===== config.mk =====
export PLATFORM = sky130hd
export DESIGN_NAME = pe_ctx_seq
export DESIGN_NICKNAME = d
export VERILOG_FILES = /design/src/rtl/pe_ctx_pkg.sv /design/src/rtl/pe_ctx_mem.sv /design/src/rtl/pe_ctx_seq.sv
export SDC_FILE = /design/constraint.sdc
export NUM_CORES = 1
export LEC_CHECK = 0
export CAP_MARGIN = 20
export CORE_AREA = 2 2 345 347
export CTS_CLUSTER_DIAMETER = 150
export DETAILED_ROUTE_END_ITERATION = 10
export DIE_AREA = 0 0 347 349
export PLACE_DENSITY = 0.53
export SLEW_MARGIN = 20
export SYNTH_ARGS = -nofsm -noshare
export SYNTH_HDL_FRONTEND = slang
export SYNTH_HIERARCHICAL = 1
export SYNTH_SLANG_ARGS = --single-unit
export TNS_END_PERCENT = 1

===== constraint.sdc =====
create_clock -name CLK -period 9 [get_ports CLK]
set_input_delay 1.35 -clock CLK [delete_from_list [all_inputs] [get_ports CLK]]
set_output_delay 1.35 -clock CLK [all_outputs]
set_load 0.03 [all_outputs]

===== src/rtl/pe_ctx_pkg.sv =====
// Shared definitions for the per-PE context sequencer: context word layout,
// the NOP word and the sequencer state encoding.
package pe_ctx_pkg;

  localparam int CTX_W  = 59;

  // Field widths
  localparam int IN_W   = 9;
  localparam int OUT_W  = 9;
  localparam int REG_W  = 6;
  localparam int ADDR_W = 6;
  localparam int BYP_W  = 4;

  // Field LSB positions inside the context word
  localparam int IN_LSB     = 50;
  localparam int OUT_LSB    = 41;
  localparam int REG1_LSB   = 35;
  localparam int REG2_LSB   = 29;
  localparam int PUTIN_LSB  = 23;
  localparam int PUTOUT_LSB = 17;
  localparam int SEND_LSB   = 11;
  localparam int P2F1_LSB   = 7;
  localparam int P2F2_LSB   = 3;
  localparam int WB_BIT     = 2;
  localparam int LD_BIT     = 1;
  localparam int LDW_BIT    = 0;

  typedef struct packed {
    logic [IN_W-1:0]   control_in;
    logic [OUT_W-1:0]  control_out;
    logic [REG_W-1:0]  control_reg_1;
    logic [REG_W-1:0]  control_reg_2;
    logic [ADDR_W-1:0] control_put_in;
    logic [ADDR_W-1:0] control_put_out;
    logic [ADDR_W-1:0] control_send;
    logic [BYP_W-1:0]  control_pe2fu_1;
    logic [BYP_W-1:0]  control_pe2fu_2;
    logic              write_back;
    logic              ld;
    logic              ld_write;
  } ctx_word_t;

  // ld=1 with both write enables low keeps the register file untouched.
  localparam ctx_word_t CTX_NOP = ctx_word_t'(CTX_W'(1) << LD_BIT);

  typedef enum logic [1:0] {
    IDLE,
    RUN,
    DONE
  } state_e;

endpackage


===== src/rtl/pe_ctx_mem.sv =====
// Context memory: synchronous write, registered read. The read register doubles
// as the sequencer's control-output register, so it loads NOP when told to.
module pe_ctx_mem
  import pe_ctx_pkg::*;
#(
  parameter int DEPTH = 16,
  parameter int AW    = 4
) (
  input  logic             CLK,
  input  logic             RST,
  input  logic             wr_en_i,
  input  logic [AW-1:0]    wr_addr_i,
  input  logic [CTX_W-1:0] wr_data_i,
  input  logic [AW-1:0]    rd_addr_i,
  input  logic             rd_nop_i,
  output logic [CTX_W-1:0] rd_data_o
);

  logic [CTX_W-1:0] mem_q [DEPTH];
  logic [CTX_W-1:0] rd_data_q;

  // NOTE: the array is deliberately not reset; contexts must survive RST and a
  // resettable array would force flops instead of a RAM macro.
  always_ff @(posedge CLK) begin
    if (wr_en_i) begin
      mem_q[wr_addr_i] <= wr_data_i;
    end
  end

  always_ff @(posedge CLK) begin
    if (RST || rd_nop_i) begin
      rd_data_q <= CTX_NOP;
    end else begin
      rd_data_q <= mem_q[rd_addr_i];
    end
  end

  assign rd_data_o = rd_data_q;

endmodule


===== src/rtl/pe_ctx_seq.sv =====
// Per-PE context sequencer: replays ctx_len contexts for iter_cnt iterations and
// drives the register stage control fields, emitting NOP whenever not running.
module pe_ctx_seq
  import pe_ctx_pkg::*;
#(
  parameter int CTX_DEPTH = 16,
  parameter int AW        = 4,
  parameter int IW        = 16
) (
  input  logic             CLK,
  input  logic             RST,
  input  logic             cfg_we,
  input  logic [AW-1:0]    cfg_addr,
  input  logic [CTX_W-1:0] cfg_data,
  input  logic             start,
  input  logic [AW:0]      ctx_len,
  input  logic [IW-1:0]    iter_cnt,
  input  logic             stall,
  output logic             busy,
  output logic             done,
  output logic [IW-1:0]    cur_iter,
  output logic [8:0]       control_in,
  output logic [8:0]       control_out,
  output logic [5:0]       control_reg_1,
  output logic [5:0]       control_reg_2,
  output logic [5:0]       control_put_in,
  output logic [5:0]       control_put_out,
  output logic [5:0]       control_send,
  output logic [3:0]       control_pe2fu_1,
  output logic [3:0]       control_pe2fu_2,
  output logic             write_back,
  output logic             ld,
  output logic             ld_write
);

  state_e        state_q, state_d;
  logic [AW-1:0] pc_q, pc_d;
  logic [IW-1:0] iter_q, iter_d;
  logic [AW:0]   len_q, len_d;
  logic [IW-1:0] iters_q, iters_d;
  logic          emit;
  logic          mem_we;
  logic [CTX_W-1:0] rd_word;

  // Next-state lookahead: pc_d is the address the memory reads at this edge, so
  // the context lands on the outputs in the same cycle pc takes its new value.
  always_comb begin
    state_d = state_q;
    pc_d    = pc_q;
    iter_d  = iter_q;
    len_d   = len_q;
    iters_d = iters_q;
    emit    = 1'b0;
    case (state_q)
      IDLE: begin
        if (start) begin
          if (ctx_len == '0 || iter_cnt == '0) begin
            state_d = DONE;
          end else begin
            len_d   = ctx_len;
            iters_d = iter_cnt;
            pc_d    = '0;
            iter_d  = '0;
            state_d = RUN;
            emit    = 1'b1;
          end
        end
      end
      RUN: begin
        if (!stall) begin
          if ({1'b0, pc_q} < len_q - (AW+1)'(1)) begin
            pc_d = pc_q + AW'(1);
            emit = 1'b1;
          end else if (iter_q < iters_q - IW'(1)) begin
            pc_d   = '0;
            iter_d = iter_q + IW'(1);
            emit   = 1'b1;
          end else begin
            state_d = DONE;
          end
        end
      end
      DONE:    state_d = IDLE;
      default: state_d = IDLE;
    endcase
  end

  always_ff @(posedge CLK) begin
    if (RST) begin
      state_q  <= IDLE;
      pc_q     <= '0;
      iter_q   <= '0;
      len_q    <= '0;
      iters_q  <= '0;
      busy     <= 1'b0;
      done     <= 1'b0;
      cur_iter <= '0;
    end else begin
      state_q  <= state_d;
      pc_q     <= pc_d;
      iter_q   <= iter_d;
      len_q    <= len_d;
      iters_q  <= iters_d;
      busy     <= (state_d == RUN);
      done     <= (state_d == DONE);
      cur_iter <= (state_d == RUN) ? iter_d : '0;
    end
  end

  assign mem_we = cfg_we && (state_q == IDLE) && !RST;

  pe_ctx_mem #(
    .DEPTH (CTX_DEPTH),
    .AW    (AW)
  ) u_mem (
    .CLK       (CLK),
    .RST       (RST),
    .wr_en_i   (mem_we),
    .wr_addr_i (cfg_addr),
    .wr_data_i (cfg_data),
    .rd_addr_i (pc_d),
    .rd_nop_i  (!emit),
    .rd_data_o (rd_word)
  );

  assign control_in      = rd_word[IN_LSB     +: IN_W];
  assign control_out     = rd_word[OUT_LSB    +: OUT_W];
  assign control_reg_1   = rd_word[REG1_LSB   +: REG_W];
  assign control_reg_2   = rd_word[REG2_LSB   +: REG_W];
  assign control_put_in  = rd_word[PUTIN_LSB  +: ADDR_W];
  assign control_put_out = rd_word[PUTOUT_LSB +: ADDR_W];
  assign control_send    = rd_word[SEND_LSB   +: ADDR_W];
  assign control_pe2fu_1 = rd_word[P2F1_LSB   +: BYP_W];
  assign control_pe2fu_2 = rd_word[P2F2_LSB   +: BYP_W];
  assign write_back      = rd_word[WB_BIT];
  assign ld              = rd_word[LD_BIT];
  assign ld_write        = rd_word[LDW_BIT];

endmodule


# Yosys cells after proc, flatten, opt, wreduce, memory -nomap -nowiden
# Memories as Yosys holds them, arrays and structs flattened. A register that Yosys moved wholly into a read port is not among the register bits.
# Cells that the tools add are included.
# op_classes
muxes,26
bitwise,2
eq_ne,3
n_addsub,4
n_reduce_logical,11
order_cmp,2
# ops
operator,n
16-bit two-way mux,5
16-bit one-hot mux with 2 select lines,1
4-bit two-way mux,5
"16-bit by 1-bit adder with 16-bit output, second input constant",1
16-bit logical NOT,1
16-bit < comparator,1
"16-bit by 1-bit subtractor with 16-bit output, second input constant",1
2-bit two-way mux,5
4-bit one-hot mux with 2 select lines,1
1-bit two-way mux,7
5-bit logical NOT,1
4-bit by 5-bit < comparator with 1-bit output,1
"5-bit by 1-bit subtractor with 5-bit output, second input constant",1
"4-bit by 1-bit adder with 4-bit output, second input constant",1
"2-bit by 1-bit == test with 1-bit output, second input constant",2
2-bit one-hot mux with 2 select lines,1
3-bit AND reduction,1
"2-bit == test, second input constant",1
1-bit logical AND,2
1-bit logical NOT,2
2-bit logical NOT,1
1-bit logical OR,2
1-bit inverter,2
1-bit one-hot mux with 2 select lines,1
2-bit OR reduction,1
# word_totals
register_bits,61
in_bits,89
output_inout_bits,77
ram_bits,944
memories,1
word_cells,57
# mem_list
name,depth,width,rd,rd_clocked_by_memory_dff,wr,line,source
u_mem.mem_q,16,59,1,1,1,pe_ctx_mem.sv:19,logic [CTX_W-1:0] mem_q [DEPTH];

# Depth between registers and ports, before layout
# logic_depth
word_depth,9
ltp_mapped,20
mapped_depth_nobuf,17

# Hierarchy
# The synthesis kept the hierarchy.
# by_module_without_submodules
mod,area_per_inst_um2,n_inst,cells_each,seq_area_each_um2
pe_ctx_mem,37242.0,1,1621,29528.3
pe_ctx_seq,3524.6,1,410,1221.2

# Worst setup path before layout
# No wires, ideal clock.
# synth_timing
path_kind,input-to-reg
startpoint,input RST
endpoint,"memory u_mem.mem_q[0][0], enable pin"
path_buffers,1
path_slack_ps,1940
required_ps,8451
setup_time_ps,549
arrival_time_ps,6511
cell_stages,4
cell_sequence,clkbuf_1 nor4b_1 or3b_2 nor3_1
# synth_via
elab_chain_cells,4
# synth_lines
item,line,source
from (decl),pe_ctx_seq.sv:11,"input logic RST,"
1-bit logical NOT,pe_ctx_seq.sv:110,assign mem_we = cfg_we && (state_q == IDLE) && !RST;
1-bit logical AND,pe_ctx_seq.sv:110,
net mem_we,pe_ctx_seq.sv:42,logic mem_we;
1-bit two-way mux,pe_ctx_mem.sv:25,if (wr_en_i) begin
1-bit two-way mux (implied by the code),pe_ctx_mem.sv:26,mem_q[wr_addr_i] <= wr_data_i;
to (decl),pe_ctx_mem.sv:19,
# The timed path passes the listed nets, and every way through them passes these cells.

# Worst setup path in the final report
# layout_timing
startpoint,register iters_q[2]
endpoint,"register u_mem.rd_data_q[18], in the netlist u_mem/rd_data_o[18], read port of u_mem.mem_q"
# layout_via
word_cells_on_any_way,12
classes_between,add/sub: 1; order compare: 1; mux: 8; reduce/logical: 2
# layout_lines
item,line,source
from (decl),pe_ctx_seq.sv:40,"logic [IW-1:0] iters_q, iters_d;"
from (signal assigned),pe_ctx_seq.sv:103,iters_q <= iters_d;
16-bit by 1-bit subtractor with 16-bit output,pe_ctx_seq.sv:74,end else if (iter_q < iters_q - IW'(1)) begin
16-bit < comparator,pe_ctx_seq.sv:74,
4-bit two-way mux,pe_ctx_seq.sv:74,
4-bit two-way mux,pe_ctx_seq.sv:71,"if ({1'b0, pc_q} < len_q - (AW+1)'(1)) begin"
4-bit two-way mux,pe_ctx_seq.sv:70,if (!stall) begin
4-bit one-hot mux with 2 select lines,pe_ctx_seq.sv:54,case (state_q)
net pc_d[1],pe_ctx_seq.sv:37,"logic [AW-1:0] pc_q, pc_d;"
to (decl),pe_ctx_mem.sv:20,logic [CTX_W-1:0] rd_data_q;
# The timed path passes the listed nets, and every way through them passes these cells.
# A chain may end at the register's enable or synchronous reset.

==> summary.md <==
| Metric | Value |
|---|---|
| Crit Path Max Fanout | approximately 120 |
| Via/cell ratio | between 5 and 6 |
| Setup TNS | 0 ns |
| Reg2Reg Capture Point | u_mem/rd_data_o[18] |
| IO buf count | 165 |
| Design area | 0.0478 mm² |
| Vias in the first global route | 21000 |
| Avg Inst Size Synth | between 20 and 25 µm² |
| Die H | around 350 µm |
| # fillers | a little over 10000 |
| Clk pin slew, worst setup/hold paths | 0.06 ns |
| Hold Violations, Final | 0 |
| Met1 Usage GRT | between 20% and 30% |
| Cts hold-fix bufs | 0 |
| DRC viols | 0 |
| Syn Inst Count | 2031 |
| Psw | 2150 µW |
| R2R Path Start | iters_q[2] |
| 1st-iter DRT viols | 1723 |
| Initial Utilization | 34.7% |
| Die width | between 300 and 400 µm |
| Crit-path cells | or4_4, nor4_4, nand2_1, or2_4, nor3_2, xnor2_1, ha_1, and4_1, nand3_1, a211o_2, a21oi_1, o211ai_1, nand2_4, buf_12, buf_4, mux4_2, a22o_1, a221o_1 |
| R2r worst-path depth | 18 |
| Worst-skew pair later-pin latency | 0.69 ns |
| Gpl congestion | 0.792 |
| Site row count | 126 |
| Clock Path Buffers | 3 |
| Share of layout cells above drive strength 1 | roughly a fifth |
| Post-CTS Setup Repair Bufs | 0 |
| F_max | between 150 and 200 MHz |
| Antenna violations before repair | 11 |
| Internal power | 8140 µW |
| Vias | 20400 |
| Area of the multi-input gates | 0.00953 mm² |
| Top cells by area, synth | edfxtp_1 (70%), mux4_2 (11%), dfxtp_1 (5.9%) |
| Slew headroom | 26.5% |
| Worst hold slack | 0.475 ns |
| Worst path required time | 9.57 ns |
| Final setup violation count | 0 |
| Post-cts resize count | 0 |
| Boundary Pins | roughly 170 |
| Final WS setup | 2.41 ns |
| Placed Area | 0.0443 mm² |
| Area grow syn2layout | 17.3% |
| Yosys warns | 6 |
| Hold Crit Depth | 2 |
| Final Skew | 0.0279 ns |
| Top FF cell, synth | edfxtp_1 |
| Pin count of the biggest net entering global routing | 125 |
| Post-synth top area share | 69.5% |
| Asr flop ratio synth | 0% |
| Core ar. | 0.117 mm² |
| PwrDens | 215 mW/mm² |
| Final worst path period need | 6.59 ns |
| Level count of the clock H-tree | 3 |
| Clock power share | 42.2% |
| FF-to-FF setup slack | 2.41 ns |
| Gr busiest metal | met2 |
| Worst min-delay path class | reg2reg |
| GR Util met2 | 28.5% |
| Worst-Margin Slew | between 1 and 1.5 ns |
| Max Slew Vio Count | 0 |
| RSZ-0062 raised after global routing | no |
| Post-synth EDFFs | 944 |
| CP max-delay cell | buf_4 |
| Setup WS pre-CTS | roughly 2.5 ns |
| First-pass GRT wire length | around 150 mm |
| Register bit count reported by yosys | between 1000 and 1500 |
| Final antenna-violating net count | 0 |
| Critical Path AT | 7.15 ns |
| HPWL after DPL | 54.2 mm |
| CP peak stage delay | 0.86 ns |
| Reg power frac | 52.8% |
| Seq/Total Area, Yosys | roughly three quarters |
| Layout Nets | 2361 |
| Max Cap Viol | 0 |
| Worst Setup Start Kind | register |
| Post-Syn Area | 0.0408 mm² |
| Sw Share | 20.9% |
| Worst Path Class, Setup | reg2reg |
| Leak pwr | 0.0148 µW |
| CTS tree | yes |
| Status | finished, final reports clean |
| Num Clock Sinks | 1064 |
| Drt wl/cell | roughly 26 µm |
| Setup crit end kind | register |
| Post-synth cell types | 67 |
| DR pass1 iterations | 7 |
| Combinational power share | 4.9% |
| Area leader, netlist | edfxtp_1 |
| Max VDD drop | roughly 140 µV |
| Gr ovfl total | 0 |
| Total Routed Length | approximately 100 mm |
| Overall routing resource usage | roughly 16% |
| Worst Hold Path EP | len_q[4] |
| Final worst path period share | 73.2% |
| Register area | 0.0307 mm² |
| TritonCTS Buffers | 108 |
| Mapped Nets | around 2100 |
| Met3 usage | under 10% |
| Root Buffer | clkbuf_16 |
| Full die area | around 0.12 mm² |
| Hold path startpoint | len_q[4] |
## cell families after synthesis
group	synth area share (%)
AO/OA/AOI/OAI	3.85
XOR/XNOR	0.387
adder cells (fa/ha/maj)	0.675
buffers and inverters	1.57
flip-flops	75.4
multiplexers	14.1
AND/OR/NAND/NOR	3.97
## sequential cells by signal, indices dropped and copies added, names as in the netlist
name             cells
iters_q             16
done                 1
busy                 1
iter_q              16
u_mem/rd_data_o     59
state_q              2
cur_iter            16
pc_q                 4
len_q                5
u_mem/mem_q        944
## synthesized netlist by cell type (4+ instances only)
library cell / instances
a211oi_1: 8
dfxtp_1: 120
o31ai_1: 5
buf_4: 16
and2_1: 4
nand2_1: 78
buf_1: 6
inv_1: 10
ha_1: 22
nand3b_1: 5
edfxtp_1: 944
mux4_2: 199
nor2b_1: 31
nor3_1: 23
and4_1: 4
nor2_1: 34
nor4b_1: 5
nand4_1: 13
a221o_1: 36
and3_1: 37
o211ai_1: 4
nor4_1: 15
buf_2: 28
xor2_1: 5
a22oi_1: 33
a31oi_1: 5
a21oi_1: 28
buf_6: 14
xnor2_1: 13
a22o_1: 33
nand3_1: 11
clkbuf_1: 39
o22ai_1: 22
nand2b_1: 6
mux2i_1: 127
## worst max-delay path by stage
stage                from                  end  slack [ns]  cells past startpoint
6_report       iters_q[2]  u_mem/rd_data_o[18]        2.41                     18
5_1_grt        iters_q[2]  u_mem/rd_data_o[49]        2.13                     18
4_1_cts        iters_q[2]  u_mem/rd_data_o[18]        2.41                     18
3_5_place_dp   iters_q[2]  u_mem/rd_data_o[48]        2.46                     18
3_3_place_gp   iters_q[2]  u_mem/rd_data_o[55]        2.52                     18
2_1_floorplan         RST    u_mem/mem_q[0][0]        1.94                      4
## critical path, delay by kind of cell (launching register included)
family	cells	cell delay, ns
AND/OR/NAND/NOR	8	2.16
AO/OA/AOI/OAI	5	1.54
buffers and inverters	2	1.49
multiplexers	1	0.41
flip-flops	1	0.37
adder cells (fa/ha/maj)	1	0.31
XOR/XNOR	1	0.09
## final cells by class
class                      count  share of cell area (%)
timing repair buffer         214                    4.37
multi-input combinational    850                    19.9
tap                         1536                    4.02
antenna                        1                 0.00523
clock buffer                 153                    6.39
clock inverter                52                   0.874
sequential                  1064                    64.3
inverter                      12                  0.0942
## layout by cell type, fill, tap and decap left out, types with 28 or more instances in the layout
cell             netlist  layout
clkdlybuf4s50_1        0     164
buf_4                 16      43
and3_1                37      37
mux2i_1              127     127
clkbuf_16              0     112
a221o_1               36      36
edfxtp_1             944     944
mux4_2               199     199
nand2_1               78      75
a21oi_1               28      28
a22oi_1               33      33
dfxtp_1              120     120
nor2b_1               31      30
clkbuf_1              39      31
a22o_1                33      33
## metrics by stage
step | utilization (%) | total power [µW] | instances
after floorplan | - | 5850 | 2031
after global placement | 37.8 | 6050 | 3676
after detailed placement | 37.8 | 6060 | 3676
after CTS | 40.7 | 10400 | 3881
after global routing | 40.7 | 10600 | 3881
final | 40.7 | 10300 | 3882
## per-layer routing
layer / share of wire [%] / vias to the layer above / wire, µm
li1: - / 8866 / -
met1: 42 / 10900 / 41800
met2: 51 / 530 / 50900
met3: 5.1 / 149 / 5110
met4: 2.1 / 16 / 2090
met5: 0.10 / - / 100
## power by group through the flow
stage | Clock, µW | Combinational [µW] | Sequential [µW]
after CTS | 4460 | 518 | 5440
after global placement | 0 | 506 | 5540
after detailed placement | 0 | 517 | 5540
final | 4350 | 508 | 5440
after global routing | 4650 | 551 | 5440
after floorplan | 0 | 290 | 5560
(Power assumes the default switching activity.)
==> patch 1, RTL diff (config.mk and constraints unchanged) <==
Take the reset off `pc_q` and load it in a clocked block of its own.
--- a/src/rtl/pe_ctx_seq.sv
+++ b/src/rtl/pe_ctx_seq.sv
@@ -88,7 +88,6 @@
   always_ff @(posedge CLK) begin
     if (RST) begin
       state_q  <= IDLE;
-      pc_q     <= '0;
       iter_q   <= '0;
       len_q    <= '0;
       iters_q  <= '0;
@@ -97,7 +96,6 @@
       cur_iter <= '0;
     end else begin
       state_q  <= state_d;
-      pc_q     <= pc_d;
       iter_q   <= iter_d;
       len_q    <= len_d;
       iters_q  <= iters_d;
@@ -105,6 +103,10 @@
       done     <= (state_d == DONE);
       cur_iter <= (state_d == RUN) ? iter_d : '0;
     end
+  end
+
+  always_ff @(posedge CLK) begin
+    pc_q <= pc_d;
   end
 
   assign mem_we = cfg_we && (state_q == IDLE) && !RST;
Function: not settled (the Yosys comparison gave no result); the edit may change what the design does.
==> patch 1 against the original RTL <==
Design area increased by 0.11%; synthesized area shrank 0.40%; sequential cell count unchanged; wire length rose by 1.2%; worst setup slack better by 0.24 ns; count of clock-buffer cells in the layout rose by 3; non-clock buffer count increased by 4; highest routed layer unchanged.
Power is not compared: it rests on default switching activity, and its combinational part moved more than twofold at a synthesized area within 25%.
==> patch 1: results (changes against the original RTL) <==
* Post-synthesis mux area share at 13.8% (was 14.1%)
* Drt pass-1 iters at 5 (was 7)
* Initial antenna violation count at 14 (was 11)
* Critical path arrival at 6.91 ns (was 7.15 ns)
* R2R depth at 17 (was 18)
* Post-Synth Adder-Cell Area at 0.678% (was 0.675%)
* Final std cells w/o fill at 3894 (was 3882)
* Final-layout fill cell count at 10364 (was 10248)
* Xor/xnor cell area share of the yosys netlist at 0.385% (was 0.387%)
* Gr usage total at 16.6% (was 16.4%)
* Initial DRC Count at 1674 (was 1723)
* Cell count after synthesis at 2039 (was 2031)
* WL final at 101000 um (was 100000 um)
* DP HPWL at 52700 um (was 54200 um)
* Status: finished, final reports clean (unchanged)
* Placed Instance Area at 0.0442 sq mm (was 0.0443 sq mm)
* Cell variety after synth at 61 (was 67)
* CP max FO at 56 (was 124)
* Worst Hold Path EP: iters_q[13] (was len_q[4])
* GPL Wtd Cong at 0.798 (was 0.792)
* Total number of vias at 20652 (was 20417)
* Fin crit period at 6.34 ns (was 6.59 ns)
* Seq/Total Area, Yosys at 75.7% (was 75.4%)
* Setup Skew at 0.0207 ns (was 0.0279 ns)
* Final layout net count at 2370 (was 2361)
* Largest net degree at the start of global routing at 121 (was 125)
* Dpl ws at 2.70 ns (was 2.46 ns)
* Top cells by count, synth: edfxtp_1, mux4_2, dfxtp_1 (was edfxtp_1, mux4_2, mux2i_1)
-- patch 1: changes by cell type in the layout (fill, tap and decap cells not counted), moves of 5 or more --
| cell | delta |
|---|---|
| nor2b_1 | -24 |
| buf_4 | +6 |
| nand3_1 | +5 |
| a21oi_1 | +24 |
| clkbuf_8 | +5 |
| nand4_1 | +8 |
| mux2i_1 | -13 |
| nor2_1 | +7 |
| bufinv_16 | +6 |
| clkinv_2 | -7 |
| nor4_1 | -5 |
| o21ai_0 | +5 |
-- patch 1: routing by layer --
| metal | track usage [%] | up-vias | routed length (um) |
|---|---|---|---|
| met5 | 0 | - | 91 |
| met4 | 4.68 | 14 | 1880 |
| met3 | 2.86 | 132 | 5300 |
| met2 | 28.9 | 584 | 51500 |
| met1 | 21.3 | 11009 | 42500 |
| li1 | - | 8913 | - |
-- patch 1: cell type report --
| type | instances | share of cell area (%) |
|---|---|---|
| flip-flops and latches | 1064 | 64.2 |
| clock inverters | 48 | 1.14 |
| clock buffers | 156 | 6.47 |
| inverters | 12 | 0.0941 |
| multi-input cells | 855 | 19.6 |
| repair buffers | 218 | 4.38 |
| diodes | 5 | 0.0261 |
| well taps | 1536 | 4.01 |
-- patch 1: kinds of logic (layout without fill, tap and decap cells) --
kind of cell / Yosys count / after routing
flip-flops: 1064 / 1064
multiplexers: 313 / 313
AND/OR/NAND/NOR: 276 / 276
AO/OA/AOI/OAI: 227 / 227
buffers and inverters: 120 / 434
adder cells (fa/ha/maj): 22 / 22
XOR/XNOR: 17 / 17
other: 0 / 5
-- patch 1: where the power goes --
group / total (mW) / switching, mW / internal, mW
logic: 1.85 / 1.04 / 0.808
registers: 5.54 / 0.0723 / 5.47
clock network: 4.55 / 1.85 / 2.70
total: 11.9 / 2.96 / 8.98
==> patch 2, RTL diff (same flow settings) <==
Without the edit above. The package constant `PUTOUT_LSB` goes from 17 to 34.
--- a/src/rtl/pe_ctx_pkg.sv
+++ b/src/rtl/pe_ctx_pkg.sv
@@ -17,7 +17,7 @@
   localparam int REG1_LSB   = 35;
   localparam int REG2_LSB   = 29;
   localparam int PUTIN_LSB  = 23;
-  localparam int PUTOUT_LSB = 17;
+  localparam int PUTOUT_LSB = 34;
   localparam int SEND_LSB   = 11;
   localparam int P2F1_LSB   = 7;
   localparam int P2F2_LSB   = 3;
Check against the original RTL: not settled (the Yosys comparison gave no result); the edit may change what the design does.
==> patch 2 against the original RTL <==
Synthesized area down 9.0%; worst setup slack better by 0.089 ns; via count down 8.9%; sequential cell count down 102; wire length down 10%; sequential share of layout area down 0.95 points; design area down 8.4%; power down 7.8%.
==> patch 2: results (changes against the original RTL) <==
* Status: finished, final reports clean (unchanged)
* First-pass GRT wire length at 130000 um (was 146000 um)
* Final layout net count at 2191 (was 2361)
* Largest net degree at the start of global routing at 68 (was 125)
* Layout clock buffers at 138 (was 153)
* R2R Path End: u_mem/rd_data_o[43] (was u_mem/rd_data_o[18])
* Multi-input logic area at 0.00882 sq mm (was 0.00953 sq mm)
* WL final at 90000 um (was 100000 um)
* Initial DRC Count at 1443 (was 1723)
* Crit path largest cell delay at 0.65 ns (was 0.86 ns)
* Leak pwr at 13.5 nW (was 14.8 nW)
* Clock network fraction of design power at 43.2% (was 42.2%)
* DP HPWL at 47700 um (was 54200 um)
* VDD IR-drop max at 0.126 mV (was 0.139 mV)
* Critical path arrival at 7.04 ns (was 7.15 ns)
* Clk sink count at 962 (was 1064)
* Total number of vias at 18604 (was 20417)
* Sw Ratio at 21.0% (was 20.9%)
* CP max FO at 59 (was 124)
* Dpl cells at 3514 (was 3676)
* N_diodes at 4 (was 1)
* Gr usage total at 14.7% (was 16.4%)
* R2R depth at 19 (was 18)
* Setup Skew at 0.0489 ns (was 0.0279 ns)
* Layout cells sized above 1 at 19.5% (was 19.4%)
* Max reg flops at 848 (was 944)
* Number of global-route vias before repair at 19613 (was 21027)
* FF-to-FF setup slack at 2.50 ns (was 2.41 ns)
* Data buffer area share at 4.45% (was 4.37%)
* TritonCTS Buffers at 100 (was 108)
* Placed Instance Area at 0.0405 sq mm (was 0.0443 sq mm)
* Min Hold Slack at 0.478 ns (was 0.475 ns)
* Synth Cell Area at 0.0371 sq mm (was 0.0408 sq mm)
## patch 2: how the worst max path moves through the flow
stage	start	endpoint	slack [ns]	depth (start not counted)
6_report	iters_q[2]	u_mem/rd_data_o[43]	2.50	19
3_3_place_gp	iter_cnt[0]	u_mem/rd_data_o[43]	2.22	11
5_1_grt	iters_q[2]	u_mem/rd_data_o[50]	2.04	19
4_1_cts	iters_q[2]	u_mem/rd_data_o[43]	2.29	18
2_1_floorplan	RST	u_mem/mem_q[0][0]	2.36	4
3_5_place_dp	iter_cnt[1]	u_mem/rd_data_o[43]	2.18	11
## patch 2: worst min-delay path, stage by stage, from the launching register on
cell     delay (ns)
dfxtp_1        0.32
nand2_1        0.06
a21oi_1        0.05
## patch 2: routing by layer
metal  part of all wire [%]  vias up  track usage [%]
met5                  0.069        -                0
met1                     43     9851             19.1
met3                    4.8      148             2.78
li1                       -     8149                -
met2                     50      446             25.0
met4                    2.4       10             4.71
